### src/rtl/ecc_secded_pkg.sv
// Shared SECDED helpers: check-bit count, extended-Hamming encode, data extraction and syndrome.
// Functions work on maximum-width vectors so one package serves every DATA_W up to 64.
package ecc_secded_pkg;

  localparam int DMAX_W = 64;
  localparam int RMAX   = 7;
  localparam int CMAX_W = DMAX_W + RMAX + 1;

  function automatic int ecc_r(input int data_w);
    int r;
    r = RMAX;
    for (int i = RMAX; i >= 1; i--) begin
      if ((1 << i) >= data_w + i + 1) r = i;
    end
    return r;
  endfunction

  function automatic logic is_pow2(input int pos);
    return (pos & (pos - 1)) == 0;
  endfunction

  function automatic logic [CMAX_W-1:0] ecc_encode(input logic [DMAX_W-1:0] data,
                                                   input int data_w);
    logic [CMAX_W-1:0] code;
    int                di;
    int                code_w;
    code   = '0;
    di     = 0;
    code_w = data_w + ecc_r(data_w) + 1;
    for (int pos = 1; pos < CMAX_W; pos++) begin
      if (pos < code_w && !is_pow2(pos)) begin
        code[pos] = data[di];
        di++;
      end
    end
    // Each check bit covers the data positions whose index has its bit set.
    for (int k = 0; k < RMAX; k++) begin
      for (int pos = 1; pos < CMAX_W; pos++) begin
        if (pos < code_w && !is_pow2(pos) && ((pos >> k) & 1) != 0 && (1 << k) < code_w)
          code[1 << k] = code[1 << k] ^ code[pos];
      end
    end
    code[0] = ^code[CMAX_W-1:1];
    return code;
  endfunction

  function automatic logic [DMAX_W-1:0] ecc_extract(input logic [CMAX_W-1:0] code,
                                                    input int data_w);
    logic [DMAX_W-1:0] data;
    int                di;
    int                code_w;
    data   = '0;
    di     = 0;
    code_w = data_w + ecc_r(data_w) + 1;
    for (int pos = 1; pos < CMAX_W; pos++) begin
      if (pos < code_w && !is_pow2(pos)) begin
        data[di] = code[pos];
        di++;
      end
    end
    return data;
  endfunction

  function automatic logic [RMAX-1:0] ecc_syndrome(input logic [CMAX_W-1:0] code,
                                                   input int data_w);
    logic [CMAX_W-1:0] ref_code;
    logic [RMAX-1:0]   s;
    int                code_w;
    code_w   = data_w + ecc_r(data_w) + 1;
    ref_code = ecc_encode(ecc_extract(code, data_w), data_w);
    s        = '0;
    for (int k = 0; k < RMAX; k++) begin
      if ((1 << k) < code_w) s[k] = code[1 << k] ^ ref_code[1 << k];
    end
    return s;
  endfunction

endpackage

### src/rtl/ecc_secded_codec_stats.sv
// Error statistics: saturating CE/UE counters and a sticky first-error log.
// A clear in the same cycle as an error handshake wins; that error is dropped.
module ecc_err_stats
  import ecc_secded_pkg::*;
#(
  parameter int ADDR_W = 16,
  parameter int CNT_W  = 8
) (
  input  logic              clk,
  input  logic              rst_n,
  input  logic              clr_i,
  input  logic              evt_i,
  input  logic              ce_i,
  input  logic              ue_i,
  input  logic [ADDR_W-1:0] addr_i,
  output logic [CNT_W-1:0]  ce_cnt_o,
  output logic [CNT_W-1:0]  ue_cnt_o,
  output logic              log_valid_o,
  output logic [ADDR_W-1:0] log_addr_o,
  output logic              log_ue_o
);

  logic [CNT_W-1:0]  ce_cnt_q, ce_cnt_d, ue_cnt_q, ue_cnt_d;
  logic              log_vld_q, log_vld_d, log_ue_q, log_ue_d;
  logic [ADDR_W-1:0] log_addr_q, log_addr_d;

  always_comb begin
    ce_cnt_d   = ce_cnt_q;
    ue_cnt_d   = ue_cnt_q;
    log_vld_d  = log_vld_q;
    log_ue_d   = log_ue_q;
    log_addr_d = log_addr_q;
    if (clr_i) begin
      ce_cnt_d   = '0;
      ue_cnt_d   = '0;
      log_vld_d  = 1'b0;
      log_ue_d   = 1'b0;
      log_addr_d = '0;
    end else if (evt_i) begin
      if (ce_i && ce_cnt_q != '1) ce_cnt_d = ce_cnt_q + CNT_W'(1);
      if (ue_i && ue_cnt_q != '1) ue_cnt_d = ue_cnt_q + CNT_W'(1);
      if ((ce_i || ue_i) && !log_vld_q) begin
        log_vld_d  = 1'b1;
        log_ue_d   = ue_i;
        log_addr_d = addr_i;
      end
    end
  end

  always_ff @(posedge clk) begin
    if (!rst_n) begin
      ce_cnt_q   <= '0;
      ue_cnt_q   <= '0;
      log_vld_q  <= 1'b0;
      log_ue_q   <= 1'b0;
      log_addr_q <= '0;
    end else begin
      ce_cnt_q   <= ce_cnt_d;
      ue_cnt_q   <= ue_cnt_d;
      log_vld_q  <= log_vld_d;
      log_ue_q   <= log_ue_d;
      log_addr_q <= log_addr_d;
    end
  end

  assign ce_cnt_o    = ce_cnt_q;
  assign ue_cnt_o    = ue_cnt_q;
  assign log_valid_o = log_vld_q;
  assign log_addr_o  = log_addr_q;
  assign log_ue_o    = log_ue_q;

endmodule

### src/rtl/ecc_secded_codec.sv
// SECDED codec: single-cycle registered encoder and a two-stage valid/ready decoder
// (syndrome, then classify/correct) feeding the error statistics block.
module ecc_secded_codec
  import ecc_secded_pkg::*;
#(
  parameter  int DATA_W = 8,
  parameter  int ADDR_W = 16,
  parameter  int CNT_W  = 8,
  localparam int R      = ecc_r(DATA_W),
  localparam int CODE_W = DATA_W + R + 1
) (
  input  logic              clk,
  input  logic              rst_n,
  input  logic              enc_valid_i,
  input  logic [DATA_W-1:0] enc_data_i,
  output logic              enc_valid_o,
  output logic [CODE_W-1:0] enc_code_o,
  input  logic              dec_valid_i,
  output logic              dec_ready_o,
  input  logic [CODE_W-1:0] dec_code_i,
  input  logic [ADDR_W-1:0] dec_addr_i,
  output logic              dec_valid_o,
  input  logic              dec_ready_i,
  output logic [DATA_W-1:0] dec_data_o,
  output logic [ADDR_W-1:0] dec_addr_o,
  output logic              dec_ce_o,
  output logic              dec_ue_o,
  input  logic              clr_i,
  output logic [CNT_W-1:0]  ce_cnt_o,
  output logic [CNT_W-1:0]  ue_cnt_o,
  output logic              log_valid_o,
  output logic [ADDR_W-1:0] log_addr_o,
  output logic              log_ue_o
);

  logic              adv;
  logic              enc_vld_q, enc_vld_d;
  logic [CODE_W-1:0] enc_code_q, enc_code_d;
  logic              vld_p1_q, vld_p1_d, par_p1_q, par_p1_d;
  logic [R-1:0]      syn_p1_q, syn_p1_d;
  logic [CODE_W-1:0] code_p1_q, code_p1_d;
  logic [ADDR_W-1:0] addr_p1_q, addr_p1_d;
  logic              vld_p2_q, vld_p2_d, ce_p2_q, ce_p2_d, ue_p2_q, ue_p2_d;
  logic [DATA_W-1:0] data_p2_q, data_p2_d;
  logic [ADDR_W-1:0] addr_p2_q, addr_p2_d;
  logic [CODE_W-1:0] corr_c;
  logic              ce_c, ue_c;

  // Classification of the stage-1 word; odd parity means one flipped bit at index s.
  always_comb begin
    ce_c   = 1'b0;
    ue_c   = 1'b0;
    corr_c = code_p1_q;
    if (par_p1_q) begin
      ce_c   = 1'b1;
      corr_c = code_p1_q ^ (CODE_W'(1) << syn_p1_q);
    end else if (syn_p1_q != '0) begin
      ue_c   = 1'b1;
    end
  end

  always_comb begin
    adv        = !vld_p2_q || dec_ready_i;
    enc_vld_d  = enc_valid_i;
    enc_code_d = enc_valid_i ? CODE_W'(ecc_encode(DMAX_W'(enc_data_i), DATA_W)) : enc_code_q;
    vld_p1_d   = vld_p1_q;
    syn_p1_d   = syn_p1_q;
    par_p1_d   = par_p1_q;
    code_p1_d  = code_p1_q;
    addr_p1_d  = addr_p1_q;
    vld_p2_d   = vld_p2_q;
    data_p2_d  = data_p2_q;
    addr_p2_d  = addr_p2_q;
    ce_p2_d    = ce_p2_q;
    ue_p2_d    = ue_p2_q;
    if (adv) begin
      // stage 1: syndrome and overall parity of the received word
      vld_p1_d  = dec_valid_i;
      syn_p1_d  = R'(ecc_syndrome(CMAX_W'(dec_code_i), DATA_W));
      par_p1_d  = ^dec_code_i;
      code_p1_d = dec_code_i;
      addr_p1_d = dec_addr_i;
      // stage 2: corrected data and error flags
      vld_p2_d  = vld_p1_q;
      data_p2_d = DATA_W'(ecc_extract(CMAX_W'(corr_c), DATA_W));
      addr_p2_d = addr_p1_q;
      ce_p2_d   = vld_p1_q && ce_c;
      ue_p2_d   = vld_p1_q && ue_c;
    end
  end

  always_ff @(posedge clk) begin
    if (!rst_n) begin
      enc_vld_q  <= 1'b0;
      enc_code_q <= '0;
      vld_p1_q   <= 1'b0;
      syn_p1_q   <= '0;
      par_p1_q   <= 1'b0;
      code_p1_q  <= '0;
      addr_p1_q  <= '0;
      vld_p2_q   <= 1'b0;
      data_p2_q  <= '0;
      addr_p2_q  <= '0;
      ce_p2_q    <= 1'b0;
      ue_p2_q    <= 1'b0;
    end else begin
      enc_vld_q  <= enc_vld_d;
      enc_code_q <= enc_code_d;
      vld_p1_q   <= vld_p1_d;
      syn_p1_q   <= syn_p1_d;
      par_p1_q   <= par_p1_d;
      code_p1_q  <= code_p1_d;
      addr_p1_q  <= addr_p1_d;
      vld_p2_q   <= vld_p2_d;
      data_p2_q  <= data_p2_d;
      addr_p2_q  <= addr_p2_d;
      ce_p2_q    <= ce_p2_d;
      ue_p2_q    <= ue_p2_d;
    end
  end

  assign enc_valid_o = enc_vld_q;
  assign enc_code_o  = enc_code_q;
  assign dec_ready_o = adv;
  assign dec_valid_o = vld_p2_q;
  assign dec_data_o  = data_p2_q;
  assign dec_addr_o  = addr_p2_q;
  assign dec_ce_o    = ce_p2_q;
  assign dec_ue_o    = ue_p2_q;

  ecc_err_stats #(
    .ADDR_W(ADDR_W),
    .CNT_W (CNT_W)
  ) u_stats (
    .clk        (clk),
    .rst_n      (rst_n),
    .clr_i      (clr_i),
    .evt_i      (vld_p2_q && dec_ready_i),
    .ce_i       (ce_p2_q),
    .ue_i       (ue_p2_q),
    .addr_i     (addr_p2_q),
    .ce_cnt_o   (ce_cnt_o),
    .ue_cnt_o   (ue_cnt_o),
    .log_valid_o(log_valid_o),
    .log_addr_o (log_addr_o),
    .log_ue_o   (log_ue_o)
  );

endmodule

### config.mk
export PLATFORM = sky130hd
export DESIGN_NAME = ecc_secded_codec
export DESIGN_NICKNAME = d
export VERILOG_FILES = /design/src/rtl/ecc_secded_pkg.sv /design/src/rtl/ecc_secded_codec_stats.sv /design/src/rtl/ecc_secded_codec.sv
export SDC_FILE = /design/constraint.sdc
export NUM_CORES = 1
export LEC_CHECK = 0
export ABC_AREA = 1
export CAP_MARGIN = 20
export CORE_MARGIN = 2
export CORE_UTILIZATION = 52
export DETAILED_ROUTE_END_ITERATION = 16
export PLACE_DENSITY = 0.89
export SLEW_MARGIN = 30
export SYNTH_ARGS = -nofsm -noshare
export SYNTH_HDL_FRONTEND = slang
export SYNTH_SLANG_ARGS = --single-unit
### constraint.sdc
create_clock -name clk -period 3.82 [get_ports clk]
set_input_delay 0.382 -clock clk [delete_from_list [all_inputs] [get_ports clk]]
set_output_delay 0.382 -clock clk [all_outputs]
set_load 0.02 [all_outputs]
# Word-level counts from Yosys, hierarchy flattened
# Index checks and enable logic that the tools add are counted.
[word_totals]
regBits = 110
in_bits = 43
out_inout_bits = 76
[classes]
addsub = 66
magnitude_cmp = 194
n_eq_ne = 2
shifts = 1
mux = 1113
bitwise = 320
reduce_logical = 216
[ops]
columns = ["cell", "n"]
rows = [
  ["2-to-1 mux 64 bit", 138],
  ["2-to-1 mux 32 bit", 126],
  ["AND 64 bit", 56],
  ["NOT 64 bit", 56],
  ["adder 32 x 2 -> 32 bit (second input constant)", 63],
  [">= comparator 32 x 1 -> 1 bit (second input constant)", 63],
  ["less-than comparator 32 x 8 -> 1 bit (second input constant)", 63],
  ["less-than comparator 7 x 32 -> 1 bit (first input constant)", 31],
  ["2-to-1 mux 8 bit", 113],
  ["bitwise mux 64 bit", 14],
  ["2-to-1 mux 1 bit", 596],
  ["less-than comparator 6 x 32 -> 1 bit (first input constant)", 15],
  ["AND 8 bit", 56],
  ["demux 1 bit (select 6 bit)", 63],
  ["binary-select mux 1 bit (select 6 bit)", 62],
  ["less-than comparator 5 x 32 -> 1 bit (first input constant)", 8],
  ["less-than comparator 8 x 32 -> 1 bit (first input constant)", 7],
  ["logical AND 1 bit", 205],
  ["XOR 1 bit", 150],
  ["less-than comparator 4 x 32 -> 1 bit (first input constant)", 4],
  ["parity 71 bit", 1],
  ["less-than comparator 3 x 32 -> 1 bit (first input constant)", 2],
  ["adder 5 x 32 -> 32 bit (first input constant)", 1],
  ["less-than comparator 2 x 32 -> 1 bit (first input constant)", 1],
  ["12 further kinds", 18],
]

# Longest topological paths before layout
[depth]
ltp_word = 313
ltp_mapped = 12
ltp_nobuf = 12

# Modules after synthesis
# A second synthesis with hierarchy kept.
[unflattened]
cells_unflattened = 634
hier_area_um2 = 4595.7
[by_module_without_submodules]
columns = ["module", "n_inst", "cells_per_inst", "area_per_inst_um2", "seq_area_each_um2"]
rows = [
  ["ecc_secded_codec", 1, 409, 3042.9, 1421.4],
  ["ecc_err_stats", 1, 225, 1552.7, 680.7],
]

# Worst setup path before layout
# OpenSTA, ideal clock, no wires.
[synth_timing]
kind = "register to register"
startpoint = "reg u_stats.ce_cnt_q[0] (netlist: u_stats.ce_cnt_o[0])"
endpoint = "reg u_stats.ce_cnt_q[0] (netlist: u_stats.ce_cnt_o[0])"
arrival_ps = 1411
required_time_ps = 3688
setup_slack_ps = 2277
path_stages_with_launch = 9
synth_period_minus_slack_ps = 1543
path_cell_list = "dfxtp_1 ha_1 nand3_2 nor3_4 nand3_2 nand2_4 inv_2 o21ai_1 a21oi_1"
[synth_via]
elab_chain_len = 3
[synth_rtl]
columns = ["element", "line", "rtl"]
rows = [
  ["start, declared", "ecc_secded_codec_stats.sv:23", "logic [CNT_W-1:0] ce_cnt_q, ce_cnt_d, ue_cnt_q, ue_cnt_d;"],
  ["start signal, assigned", "ecc_secded_codec_stats.sv:58", "ce_cnt_q <= ce_cnt_d;"],
  ["branches (longest 3 deep; another with adder 8 x 1 -> 8 bit)", "--", ""],
]
# Several ways; the timed one is not identified.
# A chain may end at the register's enable or synchronous reset.

# Worst setup path in the final report
[layout_timing]
startpoint = "in dec_ready_i"
endpoint = "out dec_ready_o"
[layout_via]
elab_chain_len = 1
[layout_rtl]
columns = ["element", "line", "rtl"]
rows = [
  ["start, declared", "ecc_secded_codec.sv:23", "input logic dec_ready_i,"],
  ["logical OR 1 bit", "ecc_secded_codec.sv:63", "adv = !vld_p2_q || dec_ready_i;"],
  ["end, declared", "ecc_secded_codec.sv:19", "output logic dec_ready_o,"],
]
# No other way between the ends.

==> impl_metrics.py <==
metrics = {
    "die": {
        "die_height_um": 97.3,
        "die_area_um2": 9470,
        "io_pins": 119,
        "core_region_area_um2": 8590,
        "initial_core_util_pct": 52.7,
        "num_rows": 34,
        "dieWidth_um": 97.3,
    },
    "grt": {
        "grt_max_degree": 69,
        "grt_usage_pct": 22.0,
        "antenna_found_initial": 0,
        "grt.overflow.total": 0,
        "grt_pass1_wl_um": 17500,
        "grt_pass1_vias": 3948,
    },
    "synth": {
        "synthCells": 595,
        "yosys-top-cells-area": "dfxtp_1 46%, nor2_1 11%, o21ai_0 8.1%",
        "synthArstFlopShare_pct": 0,
        "yosys_warnings": 0,
        "ys_seq_area_share_pct": 46.4,
        "synthesis.area_um2": 4530,
        "ys_types": 34,
        "postSynthNetCount": 640,
        "ys_top_cells_by_count": "131 x nor2_1, 105 x dfxtp_1, 73 x o21ai_0",
        "synth.most_common_cell": "nor2_1",
        "synth_top_area_share_pct": 46.4,
        "syn-mean-instance-area_um2": 7.61,
        "yosysTopAreaCell": "dfxtp_1",
        "synth_edf_count": 0,
        "ys.flop_type": "dfxtp_1",
        "synth_seq_cells": 105,
    },
    "critical_path": {
        "cp_slowest_cell": "clkdlybuf4s50_1",
        "cp_data_required_time_ns": 3.44,
        "crit_family": "buffers and inverters",
        "worst-path-buf-inv": 4,
        "path_max_fanout": 50,
        "cp_slowest_stage_delay_ns": 0.54,
        "crit_type": "in -> out",
        "cp.arrival_ns": 1.98,
        "start_kind": "input port",
        "worst_setup_path_end_kind": "primary output",
        "crit_path_cell_trace": "clkdlybuf4s50_1 -> nor2_2 -> buf_4 -> inv_2 -> clkdlybuf4s50_1",
        "cpMostUsedCell": "clkdlybuf4s50_1",
    },
    "placed_design": {
        "dp_hpwl_um": 7800,
        "dp.cells": 798,
        "gp_congestion": 0.862,
        "pre_cts_slack_ns": 1.33,
        "io_buffers": 118,
    },
    "timing": {
        "setup_slack_ns": 1.46,
        "max_freq_mhz": 423,
        "finalHoldViolCount": 0,
        "setup_tns_ns": 0,
        "min_period_ns": 2.36,
        "rsz0062_at_grt": "no",
        "setup_viol": 0,
        "slew_violations": 0,
        "period_share_pct": 61.8,
        "tightestPinTransition_ns": 0.795,
        "slew_headroom_pct": 47.0,
        "worst_hold_slack_ns": 0.476,
        "fin_skew_ns": 0.0136,
    },
    "layout": {
        "diodes": 0,
        "layout-drive-gt1-share_pct": 7.22,
        "finalNonFillerCells": 814,
        "final_nets": 746,
        "syn_to_final_growth_pct": 31.3,
    },
    "routing": {
        "dr_total_vias": 4157,
        "viasPerCell": 5.11,
        "wl_per_cell_um": 12.9,
        "drc": 0,
        "detail_route.iter0.violations": 258,
        "drtPass1Iterations": 5,
        "routed_wl_um": 10500,
        "ant_nets": 0,
    },
    "cts": {
        "cts_htree_levels": 3,
        "cts_tree": "built",
        "clk_pin_slew_worst_paths_ns": 0.10,
        "cts_buffers": 9,
        "clk_latency_ns": 0.36,
        "cts_root_buf": "clkbuf_8",
        "cts.sinks": 105,
        "postCtsSetupBuffers": 0,
        "holdBufCountCts": 0,
        "clock_tree.buffer_depth": 2,
        "cts_resized": 0,
    },
    "power": {
        "power_leakage_uw": 0.00247,
        "clockPowerShare_pct": 31.2,
        "switching_power_uw": 636,
        "max-vdd-ir-drop_uv": 204,
        "p_per_area_nw_per_um2": 382,
        "pwr-share-comb_pct": 16.2,
        "power_frac_seq_pct": 52.6,
        "power.internal_uw": 1640,
        "p_sw_share_pct": 28.0,
    },
    "run_status": {
        "status": "completed",
    },
    "hold_path": {
        "hold_class": "reg -> reg",
    },
    "run": {
        "maxCapViolCount": 0,
    },
}
[metal layers]
| metal | track usage [%] | wire, µm | vias up |
|---|---|---|---|
| li1 | - | - | 2130 |
| met1 | 26.7 | 4380 | 1880 |
| met2 | 37.9 | 5190 | 134 |
| met3 | 6.62 | 823 | 13 |
| met4 | 6.20 | 127 | 0 |
| met5 | 0 | 0 | - |
[worst paths after layout]
kind | depth (start not counted) | start | slack [ns] | end
min reg2reg | 2 | u_stats.log_ue_o | 0.48 | u_stats.log_ue_o
min | 2 | u_stats.log_ue_o | 0.48 | u_stats.log_ue_o
max reg2reg | 8 | dec_valid_o | 2.00 | dec_data_o[2]
max | 5 | dec_ready_i | 1.46 | dec_ready_o
[stage by stage]
stage | power [µW] | utilization [%] | instance area (µm²)
floorplan | 1430 | - | 4530
global placement | 1570 | 66.8 | 5740
detailed placement | 1590 | 66.8 | 5740
CTS | 2290 | 69.2 | 5940
global route | 2380 | 69.2 | 5940
finish | 2270 | 69.2 | 5940
[logic make-up (layout without fill, tap and decap cells)]
family / after synthesis / in the layout / synth area share, %
simple gates: 249 / 249 / 23.8
fa+ha+maj: 2 / 2 / 0.553
xor+xnor: 38 / 38 / 7.52
buf+inv: 72 / 183 / 6.55
compound gates: 129 / 129 / 15.1
flops: 105 / 105 / 46.4
[sequential cells by signal, indices dropped and copies added, names as in the netlist]
register and flops:
addr_p1_q 16, enc_code_o 13, dec_ue_o 1, u_stats.ue_cnt_o 8, u_stats.ce_cnt_o 8, dec_ce_o 1, par_p1_q 1, u_stats.log_addr_o 16
code_p1_q 8, u_stats.log_valid_o 1, dec_addr_o 16, dec_valid_o 1, vld_p1_q 1, dec_data_o 8, syn_p1_q 4, enc_valid_o 1
u_stats.log_ue_o 1
[power by group through the flow]
| stage | logic [µW] | clock network, µW | registers [µW] |
|---|---|---|---|
| 5_1_grt | 405 | 778 | 1200 |
| 6_report | 368 | 709 | 1190 |
| 2_1_floorplan | 178 | 0 | 1250 |
| 3_5_place_dp | 367 | 0 | 1220 |
| 4_1_cts | 369 | 724 | 1190 |
| 3_3_place_gp | 353 | 0 | 1220 |
[layout make-up]
class,instances,area [µm²]
clock inverter,7,82.6
fill,662,2650
timing repair buffer,121,1200
tap,108,135
sequential,105,2100
inverter,46,173
clock buffer,9,124
multi-input combinational,418,2130
[worst register-to-register path, cell delays in order, from the launching register on]
cell and delay, ns:
dfxtp_1 0.39, inv_1 0.07, nor2_2 0.07, buf_4 0.38, inv_2 0.08, buf_4 0.31
o21ai_0 0.25, o21bai_1 0.13, inv_1 0.05
[placed cells by master, fill, tap and decap left out, types with 2 or more instances in the layout]
| cell type | count |
|---|---|
| nor2_1 | 131 |
| clkdlybuf4s50_1 | 117 |
| dfxtp_1 | 105 |
| o21ai_0 | 73 |
| nand2_1 | 65 |
| inv_1 | 37 |
| a21oi_1 | 32 |
| nand3_1 | 26 |
| xnor2_1 | 19 |
| xor2_1 | 18 |
| o21ai_1 | 13 |
| inv_2 | 9 |
| clkbuf_8 | 9 |
| nand2_2 | 7 |
| nand3_2 | 4 |
| o21bai_1 | 4 |
| nor2_2 | 3 |
| nor2_4 | 3 |
| nor3_1 | 3 |
| buf_4 | 3 |
| and3_1 | 2 |
| a211oi_1 | 2 |
| ha_1 | 2 |
| inv_6 | 2 |
| inv_8 | 2 |
No activity file was read; power rests on OpenSTA's default activity.
